**src/rtl/seg_display_pkg.sv**
```systemverilog
// Shared constants for the seven-segment display driver.
// Segment patterns are seg[6:0] = {a,b,c,d,e,f,g}, active-high.
package seg_display_pkg;

  localparam logic [6:0] SEG_BLANK = 7'h00;
  localparam logic [6:0] SEG_0     = 7'h7E;
  localparam logic [6:0] SEG_1     = 7'h30;
  localparam logic [6:0] SEG_2     = 7'h6D;
  localparam logic [6:0] SEG_3     = 7'h79;
  localparam logic [6:0] SEG_4     = 7'h33;
  localparam logic [6:0] SEG_5     = 7'h5B;
  localparam logic [6:0] SEG_6     = 7'h5F;
  localparam logic [6:0] SEG_7     = 7'h70;
  localparam logic [6:0] SEG_8     = 7'h7F;
  localparam logic [6:0] SEG_9     = 7'h7B;
  localparam logic [6:0] SEG_A     = 7'h77;
  localparam logic [6:0] SEG_B     = 7'h1F;
  localparam logic [6:0] SEG_C     = 7'h4E;
  localparam logic [6:0] SEG_D     = 7'h3D;
  localparam logic [6:0] SEG_E     = 7'h4F;
  localparam logic [6:0] SEG_F     = 7'h47;

  // Width of a digit index; never narrower than one bit.
  function automatic int unsigned idx_width(input int unsigned n);
    return (n <= 1) ? 1 : $clog2(n);
  endfunction

endpackage

```
**src/rtl/seg_display_mux_if.sv**
```systemverilog
// Datapath-facing bus of the display driver.
//   en, value, load, hex_mode, lz_suppress : control and data from the datapath
//   seg, an, frame_done                    : pin drive and frame strobe
// slave = display driver side, master = datapath/bench side.
interface seg_display_mux_if #(
  parameter int unsigned NUM_DIGITS = 4
);
  logic                      en;
  logic [4*NUM_DIGITS-1:0]   value;
  logic                      load;
  logic                      hex_mode;
  logic                      lz_suppress;
  logic [6:0]                seg;
  logic [NUM_DIGITS-1:0]     an;
  logic                      frame_done;

  modport slave (
    input  en, value, load, hex_mode, lz_suppress,
    output seg, an, frame_done
  );

  modport master (
    output en, value, load, hex_mode, lz_suppress,
    input  seg, an, frame_done
  );
endinterface

```
**src/rtl/seg_digit_decoder.sv**
```systemverilog
// Combinational nibble-to-segment decoder.
//   nibble   : digit value 0..15
//   hex_mode : 1 = show A..F, 0 = BCD (10..15 blank)
//   blank    : force the digit dark
//   seg      : active-high segment pattern {a..g}
module seg_digit_decoder
  import seg_display_pkg::*;
(
  input  logic [3:0] nibble,
  input  logic       hex_mode,
  input  logic       blank,
  output logic [6:0] seg
);

  always_comb begin
    seg = SEG_BLANK;
    if (!blank) begin
      case (nibble)
        4'h0: seg = SEG_0;
        4'h1: seg = SEG_1;
        4'h2: seg = SEG_2;
        4'h3: seg = SEG_3;
        4'h4: seg = SEG_4;
        4'h5: seg = SEG_5;
        4'h6: seg = SEG_6;
        4'h7: seg = SEG_7;
        4'h8: seg = SEG_8;
        4'h9: seg = SEG_9;
        4'hA: seg = hex_mode ? SEG_A : SEG_BLANK;
        4'hB: seg = hex_mode ? SEG_B : SEG_BLANK;
        4'hC: seg = hex_mode ? SEG_C : SEG_BLANK;
        4'hD: seg = hex_mode ? SEG_D : SEG_BLANK;
        4'hE: seg = hex_mode ? SEG_E : SEG_BLANK;
        4'hF: seg = hex_mode ? SEG_F : SEG_BLANK;
      endcase
    end
  end

endmodule

```
**src/rtl/seg_display_mux.sv**
```systemverilog
// Time-multiplexed seven-segment driver with frame-aligned double buffering.
//   clk, rst_n : system clock, async active-low reset
//   bus.en          : 1 = scan, 0 = dark and scan held at digit 0
//   bus.value/load  : nibble vector and capture strobe
//   bus.hex_mode    : hex vs BCD decode
//   bus.lz_suppress : blank leading zero digits
//   bus.seg/an      : registered pin drive (inverted when ACTIVE_LOW)
//   bus.frame_done  : one-cycle pulse on the last cycle of each frame
module seg_display_mux
  import seg_display_pkg::*;
#(
  parameter int unsigned NUM_DIGITS  = 4,
  parameter int unsigned REFRESH_DIV = 50000,
  parameter bit          ACTIVE_LOW  = 1'b0
) (
  input  logic              clk,
  input  logic              rst_n,
  seg_display_mux_if.slave  bus
);

  localparam int unsigned IDX_W = idx_width(NUM_DIGITS);
  localparam int unsigned CNT_W = idx_width(REFRESH_DIV);
  localparam int unsigned VAL_W = 4 * NUM_DIGITS;

  localparam logic [IDX_W-1:0]      LAST_IDX = IDX_W'(NUM_DIGITS - 1);
  localparam logic [CNT_W-1:0]      LAST_CNT = CNT_W'(REFRESH_DIV - 1);
  localparam logic [6:0]            SEG_OFF  = ACTIVE_LOW ? 7'h7F : 7'h00;
  localparam logic [NUM_DIGITS-1:0] AN_OFF   = {NUM_DIGITS{ACTIVE_LOW}};

  logic [CNT_W-1:0]      cnt;
  logic [IDX_W-1:0]      idx;
  logic [VAL_W-1:0]      pending;
  logic                  pend_flag;
  logic [VAL_W-1:0]      active;
  logic                  tick;
  logic                  boundary;
  logic [NUM_DIGITS-1:0] blank_mask;
  logic [NUM_DIGITS-1:0] an_onehot;
  logic [3:0]            cur_nib;
  logic                  cur_blank;
  logic [6:0]            dec_seg;
  logic [6:0]            seg_q;
  logic [NUM_DIGITS-1:0] an_q;

  assign tick           = bus.en && (cnt == LAST_CNT);
  assign boundary       = tick && (idx == LAST_IDX);
  assign bus.frame_done = boundary;
  assign bus.seg        = seg_q;
  assign bus.an         = an_q;

  // Refresh counter and digit index; held at zero while disabled.
  always_ff @(posedge clk or negedge rst_n) begin
    if (!rst_n) begin
      cnt <= '0;
      idx <= '0;
    end else if (!bus.en) begin
      cnt <= '0;
      idx <= '0;
    end else if (tick) begin
      cnt <= '0;
      idx <= (idx == LAST_IDX) ? '0 : idx + IDX_W'(1);
    end else begin
      cnt <= cnt + CNT_W'(1);
    end
  end

  // Double buffer: a load at the boundary lands in pending after the
  // previous pending value has moved to active (later assignment wins).
  always_ff @(posedge clk or negedge rst_n) begin
    if (!rst_n) begin
      active    <= '0;
      pending   <= '0;
      pend_flag <= 1'b0;
    end else if (!bus.en) begin
      if (bus.load) begin
        active    <= bus.value;
        pending   <= bus.value;
        pend_flag <= 1'b0;
      end
    end else begin
      if (boundary && pend_flag) begin
        active    <= pending;
        pend_flag <= 1'b0;
      end
      if (bus.load) begin
        pending   <= bus.value;
        pend_flag <= 1'b1;
      end
    end
  end

  // Digit i (i >= 1) is blanked when it and every digit above it are zero.
  always_comb begin
    logic upper_zero;
    blank_mask = '0;
    upper_zero = 1'b1;
    for (int i = NUM_DIGITS - 1; i >= 1; i--) begin
      upper_zero    = upper_zero && (active[4*i +: 4] == 4'h0);
      blank_mask[i] = bus.lz_suppress && upper_zero;
    end
  end

  // Select the nibble, blank flag and anode for the current digit.
  always_comb begin
    cur_nib   = '0;
    cur_blank = 1'b0;
    an_onehot = '0;
    for (int i = 0; i < NUM_DIGITS; i++) begin
      if (idx == IDX_W'(i)) begin
        cur_nib      = active[4*i +: 4];
        cur_blank    = blank_mask[i];
        an_onehot[i] = 1'b1;
      end
    end
  end

  seg_digit_decoder u_dec (
    .nibble   (cur_nib),
    .hex_mode (bus.hex_mode),
    .blank    (cur_blank),
    .seg      (dec_seg)
  );

  // Pin registers; polarity applied here only.
  always_ff @(posedge clk or negedge rst_n) begin
    if (!rst_n) begin
      seg_q <= SEG_OFF;
      an_q  <= AN_OFF;
    end else if (!bus.en) begin
      seg_q <= SEG_OFF;
      an_q  <= AN_OFF;
    end else begin
      seg_q <= ACTIVE_LOW ? ~dec_seg : dec_seg;
      an_q  <= ACTIVE_LOW ? ~an_onehot : an_onehot;
    end
  end

endmodule

```
**src/flat_wrapper.sv**
```systemverilog
// flat-port wrapper written by rule: the top's interface ports become plain ports
module seg_display_mux_flat import seg_display_pkg::*;
#(
  parameter int unsigned NUM_DIGITS  = 4,
  parameter int unsigned REFRESH_DIV = 50000,
  parameter bit          ACTIVE_LOW  = 1'b0
)
  (clk, rst_n, bus_en, bus_value, bus_load, bus_hex_mode, bus_lz_suppress, bus_seg, bus_an, bus_frame_done);
  seg_display_mux_if #(.NUM_DIGITS(NUM_DIGITS)) bus_i ();
  input  logic clk;
  input  logic rst_n;
  input wire logic [$bits(bus_i.en)-1:0] bus_en;
  input wire logic [$bits(bus_i.value)-1:0] bus_value;
  input wire logic [$bits(bus_i.load)-1:0] bus_load;
  input wire logic [$bits(bus_i.hex_mode)-1:0] bus_hex_mode;
  input wire logic [$bits(bus_i.lz_suppress)-1:0] bus_lz_suppress;
  output wire logic [$bits(bus_i.seg)-1:0] bus_seg;
  output wire logic [$bits(bus_i.an)-1:0] bus_an;
  output wire logic [$bits(bus_i.frame_done)-1:0] bus_frame_done;
  assign bus_i.en = bus_en;
  assign bus_i.value = bus_value;
  assign bus_i.load = bus_load;
  assign bus_i.hex_mode = bus_hex_mode;
  assign bus_i.lz_suppress = bus_lz_suppress;
  assign bus_seg = bus_i.seg;
  assign bus_an = bus_i.an;
  assign bus_frame_done = bus_i.frame_done;
  seg_display_mux #(.NUM_DIGITS(NUM_DIGITS), .REFRESH_DIV(REFRESH_DIV), .ACTIVE_LOW(ACTIVE_LOW)) u_core (.clk(clk), .rst_n(rst_n), .bus(bus_i));
endmodule
```
**config.mk**
```make
export PLATFORM = sky130hd
export DESIGN_NAME = seg_display_mux_flat
export DESIGN_NICKNAME = d
export VERILOG_FILES = /design/src/rtl/seg_display_pkg.sv /design/src/rtl/seg_display_mux_if.sv /design/src/rtl/seg_digit_decoder.sv /design/src/rtl/seg_display_mux.sv /design/src/flat_wrapper.sv
export SDC_FILE = /design/constraint.sdc
export NUM_CORES = 1
export LEC_CHECK = 0
export CAP_MARGIN = 20
export CORE_ASPECT_RATIO = 2
export CORE_MARGIN = 2
export CORE_UTILIZATION = 50
export DETAILED_ROUTE_END_ITERATION = 16
export GPL_ROUTABILITY_DRIVEN = 0
export PLACE_DENSITY = 0.83
export SLEW_MARGIN = 20
export SYNTH_ARGS = -nofsm -noshare
export SYNTH_HDL_FRONTEND = slang
export SYNTH_HIERARCHICAL = 1
export SYNTH_SLANG_ARGS = --single-unit
```
**constraint.sdc**
```tcl
create_clock -name clk -period 2.5 [get_ports clk]
set_input_delay 0.25 -clock clk [delete_from_list [all_inputs] [get_ports clk]]
set_output_delay 0.25 -clock clk [all_outputs]
set_load 0.02 [all_outputs]
```
==> flow_summary.ini, run 1 <==
[outcome]
status = complete, no violations

[clock_network]
cts_max_level = 3
clkLatencyLatePin_ns = 0.33
cts_root_buf = clkbuf_16
cts_tree = yes
ctsLongestPathBuffers = 2
cts_sinks = 62
cts_setup_buffers = 0
cts_buffers = 9
clk_pin_slew_ns = 0.05

[sta]
rsz0062_at_grt = false
setup_viol = 0
finalCritPeriodShare = 0.9784
tns_ns = 0
hold_violations = 0
tightest_slew_ns = 0.5970
slew_headroom = 0.6020
finalCriticalPeriod_ns = 2.446
fmaxAchievable_ghz = 0.4089
skew_ns = 0.005675
drv_slew = 0

[synthesis]
avgSynthCellArea_um2 = 10.09
async_reset_ff_frac = 1.000
ys_types = 56
synth_edf_count = 0
synth_commonest_cells = dfrtp_1, nor2_1, a221oi_1, nor4_1, nor3_1
synthTopCellsByArea = dfrtp_1, mux2_2, a221oi_1
synth_nets = 350
ys_warn_count = 6
syn-cell-area_mm2 = 0.003259
synthCells = 323
ys_ff_latch = 62
synth_ff_type = dfrtp_1
yosysSeqAreaShare = 0.4760
synth_top_area_share = 0.4760
yosysTopAreaCell = dfrtp_1
synth_most_common_cell = dfrtp_1

[global_routing]
grt_first_pass_wirelength_mm = 12.61
grt_max_degree = 37
antenna_found_initial = 0
grt_usage = 0.2308
grt.overflow.total = 0
grt_pass1_vias = 2691

[layout]
finish.utilization = 0.6361
fillers = 505
n_antenna_cell = 0
design_area_mm2 = 0.004014
multi_input_area_mm2 = 0.001569
stdcell_count = 455
drive_above_1_share = 0.1680
final_net_count = 392
seqCellArea_mm2 = 0.001551
area_growth_pct = 23.15

[power_and_ir_drop]
p_leak_nw = 1.634
seq_power_share = 0.417
ir_drop_mv = 0.5744
switchingPower_mw = 0.6694
switching_share = 0.2444
p_int_mw = 2.070
powerDensity_mw_per_mm2 = 682.4
power_frac_comb = 0.143
clkPwrFrac = 0.441

[die]
die-area_mm2 = 0.007220
ios = 34
coreArea_mm2 = 0.006310
initial_core_util = 0.5166
die_w_um = 61.09
die_h_um = 118.2
rows = 41

[critical_path]
r2r-start = u_core/cnt[12]
timing.reg2reg.setup_slack_ns = 0.11
reg2reg_depth = 5
worstPathArrival_ns = 2.20
crit_required_ns = 2.25
cp_max_fo = 2
setup.worst_path.start_class = flop
criticalPathCategory = reg2out
end_kind = output port
r2r_end = u_core/cnt[11]

[detailed_routing]
wire_per_inst_um = 16.19
routed_wl_mm = 7.367
drt-pass1-iter-count = 4
vias_per_cell = 5.793
initialDrtViolationCount = 90
vias = 2636
remaining_drc_errors = 0
ant_nets = 0

[placement]
dp_cells = 439
port_buffers = 33
hpwlAfterDp_mm = 5.291
placed_area_mm2 = 0.003716

[job]
cap_violations = 0

[worst_hold_path]
hp-class = in2async
## final cells by class
| cell class | count | share of cell area |
|---|---|---|
| Clock buffer | 11 | 0.06047 |
| Clock inverter | 4 | 0.01185 |
| Inverter | 4 | 0.003741 |
| Multi-Input combinational cell | 234 | 0.3909 |
| Sequential cell | 62 | 0.3865 |
| Tap cell | 86 | 0.02681 |
| Timing Repair Buffer | 54 | 0.1197 |
## registers in the layout (all words and copies together), names as in the netlist
signal            cells
u_core/active        16
u_core/cnt           16
u_core/pend_flag      1
u_core/pending       16
u_core/idx            2
u_core/bus.seg        7
u_core/bus.an         4
## power groups by stage
stage	registers [mW]	logic, mW	clock network (mW)
after floorplan	1.16	0.231	0
after global placement	1.15	0.379	0
after detailed placement	1.16	0.390	0
after CTS	1.14	0.393	1.23
after global routing	1.15	0.431	1.29
final	1.14	0.391	1.21
## cell usage in the layout, fill, tap and decap left out, types with 9 or more instances in the layout
cell type,synthesis,final
a21oi_1,10,10
a221oi_1,20,20
and2_1,11,11
buf_4,3,20
clkbuf_16,0,9
clkdlybuf4s50_1,0,31
dfrtp_1,62,62
mux2_2,16,16
nand2_1,16,16
nand3_1,9,9
nor2_1,36,36
nor3_1,18,18
nor4_1,20,20
## worst max path at each step
stage | end | cells after the start | slack, ns | startpoint
2_1_floorplan | bus_frame_done | 5 | 0.24 | u_core/cnt[10]
3_3_place_gp | bus_frame_done | 4 | 0.06 | u_core/cnt[12]
3_5_place_dp | bus_frame_done | 4 | -0.02 | u_core/cnt[12]
4_1_cts | bus_frame_done | 4 | 0.06 | u_core/cnt[12]
5_1_grt | u_core/cnt[5] | 5 | 0.008 | u_core/cnt[12]
6_report | bus_frame_done | 4 | 0.05 | u_core/cnt[12]
## cells by family (layout without fill, tap and decap cells)
kind of cell               Yosys count  after routing  synth area share
and+or+nand+nor                    144            144            0.2392
muxes                               17             17           0.05835
buffers and inverters               27             73           0.04338
adders and majority gates            5              5           0.01919
AOI/OAI and AO/OA                   55             55            0.1290
xor gates and xnor gates            13             13           0.03493
DFF                                 62             62            0.4760
## through the flow
| stage | total power [mW] | hold slack [ns] | setup slack [ns] |
|---|---|---|---|
| 6_report | 2.739 | 0.4594 | 0.05412 |
| 5_1_grt | 2.869 | 0.5218 | 0.008438 |
| 3_5_place_dp | 1.546 | 0.2902 | -0.01518 |
| 3_3_place_gp | 1.533 | 0.2842 | 0.05847 |
| 2_1_floorplan | 1.392 | -0.04559 | 0.2351 |
| 4_1_cts | 2.765 | 0.4776 | 0.06057 |
## worst max-delay path, cell delays in order, from the launching register on
cell and delay [ns]:
dfrtp_1 0.37, or4_4 0.55, or4_1 0.59, nor2_1 0.17, buf_2 0.19
## repair_timing
| item | in CTS | in global routing |
|---|---|---|
| hold buffers | 1 | 0 |
| hold endpoints to repair | 26 | 0 |
| gates resized for setup | 4 | 1 |
| endpoints found under the setup margin | 1 | 3 |
## routing by layer
layer  wire [um]  track usage
met3         238      0.05252
met1        2838       0.2715
met2        4149       0.3883
met5           0            0
met4         141      0.09103
Power figures use the tool's default switching activity.
==> run 2, diff against run 1 <==
CORE_UTILIZATION = 30   (was 50)
PLACE_DENSITY = 0.59   (was 0.83)
clock period = 3.1 ns   (was 2.5 ns; I/O delays follow)
==> flow_summary.ini, run 2 (same netlist as run 1, synthesis figures left out) <==
[detailed_routing]
remaining_drc_errors = 0
wire_per_inst_um = 16.15
drt-pass1-iter-count = 4
initialDrtViolationCount = 173
vias = 2651
ant_nets = 0
vias_per_cell = 5.323
routed_wl_mm = 8.042

[power_and_ir_drop]
p_leak_nw = 1.577
powerDensity_mw_per_mm2 = 536.8
finalPower_mw = 2.140
ir_drop_mv = 0.3047

[layout]
n_antenna_cell = 0
finish.utilization = 0.3781
reg_top3 = u_core/active (16), u_core/cnt (16), u_core/pending (16)
drive_above_1_share = 0.1468
area_growth_pct = 22.30
final_net_count = 383
stdcell_count = 498
layout.cells.most_common_list = dfrtp_1, nor2_1, clkdlybuf4s50_1
layout_commonest_cell = dfrtp_1

[sta]
rsz0062_at_grt = false
skew_ns = 0.005218
finalCriticalPeriod_ns = 2.922
hold_violations = 0
setup_viol = 0
tns_ns = 0
finalCritPeriodShare = 0.9425
drv_slew = 0
slew_headroom = 0.4482
fmaxAchievable_ghz = 0.3423
tightest_slew_ns = 0.8277

[global_routing]
antenna_found_initial = 0
grt_max_degree = 36
grt_first_pass_wirelength_mm = 13.61
grt_usage = 0.1500
grt.overflow.total = 0
grt_pass1_vias = 2705

[clock_network]
cts_sinks = 62
cts_root_buf = clkbuf_16
cts.repair.resized = 0
cts_tree = yes
postCtsHoldBufs = 0
ctsLongestPathBuffers = 2
cts_buffers = 9
clk_pin_slew_ns = 0.06
clkLatencyLatePin_ns = 0.33
cts_setup_buffers = 0
cts_max_level = 3

[outcome]
status = complete, no violations

[die]
die_h_um = 151.4
ios = 34
die-area_mm2 = 0.01177
die_w_um = 77.71
coreArea_mm2 = 0.01054
initial_core_util = 0.3091
rows = 53

[placement]
port_buffers = 33
dp_cells = 482
hpwlAfterDp_mm = 5.798

[worst_hold_path]
hp-class = in2async

[critical_path]
end_kind = output port
worstPathArrival_ns = 2.61
criticalPathCategory = reg2out
cp_max_fo = 6
setup.worst_path.start_class = flop
crit_required_ns = 2.79

[job]
cap_violations = 0
[run 2: cell count changes in the layout (fill, tap and decap cells not counted), sizes merged]
cell           change
buf                -9
bufinv             -1
clkbuf             -1
clkdlybuf4s50      +1
clkinv             +3
clkinvlp           -1
dlygate4sd3        -1
inv                +1
[run 2: worst max-delay path: stages (launching register included)]
cell and delay [ns]:
dfrtp_1 0.44, or4_4 0.55, or4_1 0.57, nor2_1 0.12, clkdlybuf4s50_1 0.61
[run 2: worst paths after layout]
path / start / to / slack, ns / cells past startpoint
setup / recovery: u_core/cnt[10] / bus_frame_done / 0.18 / 4
hold / removal: rst_n / u_core/pending[3] / 0.07 / 1
setup reg to reg: u_core/idx[1] / u_core/bus.seg[3] / 0.64 / 10
hold reg to reg: u_core/cnt[0] / u_core/cnt[0] / 0.49 / 1
max in group asynchronous: rst_n / u_core/cnt[1] / 2.26 / 2
min in group clk: u_core/cnt[0] / u_core/cnt[0] / 0.49 / 1
[run 2: per-layer routing]
metal	share of wire	global-route usage	up-vias
li1	-	-	1254
met1	0.40	0.1639	1339
met2	0.54	0.2638	42
met3	0.024	0.03278	16
met4	0.030	0.08661	0
met5	0	0	-
[run 2: area by class of cell]
type	instances	area, um^2
Clock buffer	10	229.0
Clock inverter	6	37.54
Fill cell	1056	6558
Inverter	4	15.01
Multi-Input combinational cell	234	1567
Sequential cell	62	1551
Tap cell	137	171.4
Timing Repair Buffer	45	415.4
[run 2: through the flow]
stage               setup WS [ns]  area, um^2  hold slack (ns)
global route               0.1123        3986           0.1347
finish                     0.1783        3986          0.07199
global placement           0.5473        3720           0.4564
floorplan                  0.7751        3259          0.01441
detailed placement         0.5393        3720           0.4549
CTS                        0.1603        3986           0.1024
[run 2: power breakdown]
part	total, mW	switching (mW)	internal, mW	leakage, nW
logic	0.315	0.159	0.156	0.673
clock network	0.905	0.366	0.538	0.136
registers	0.921	0.0448	0.876	0.768
total	2.14	0.570	1.57	1.58
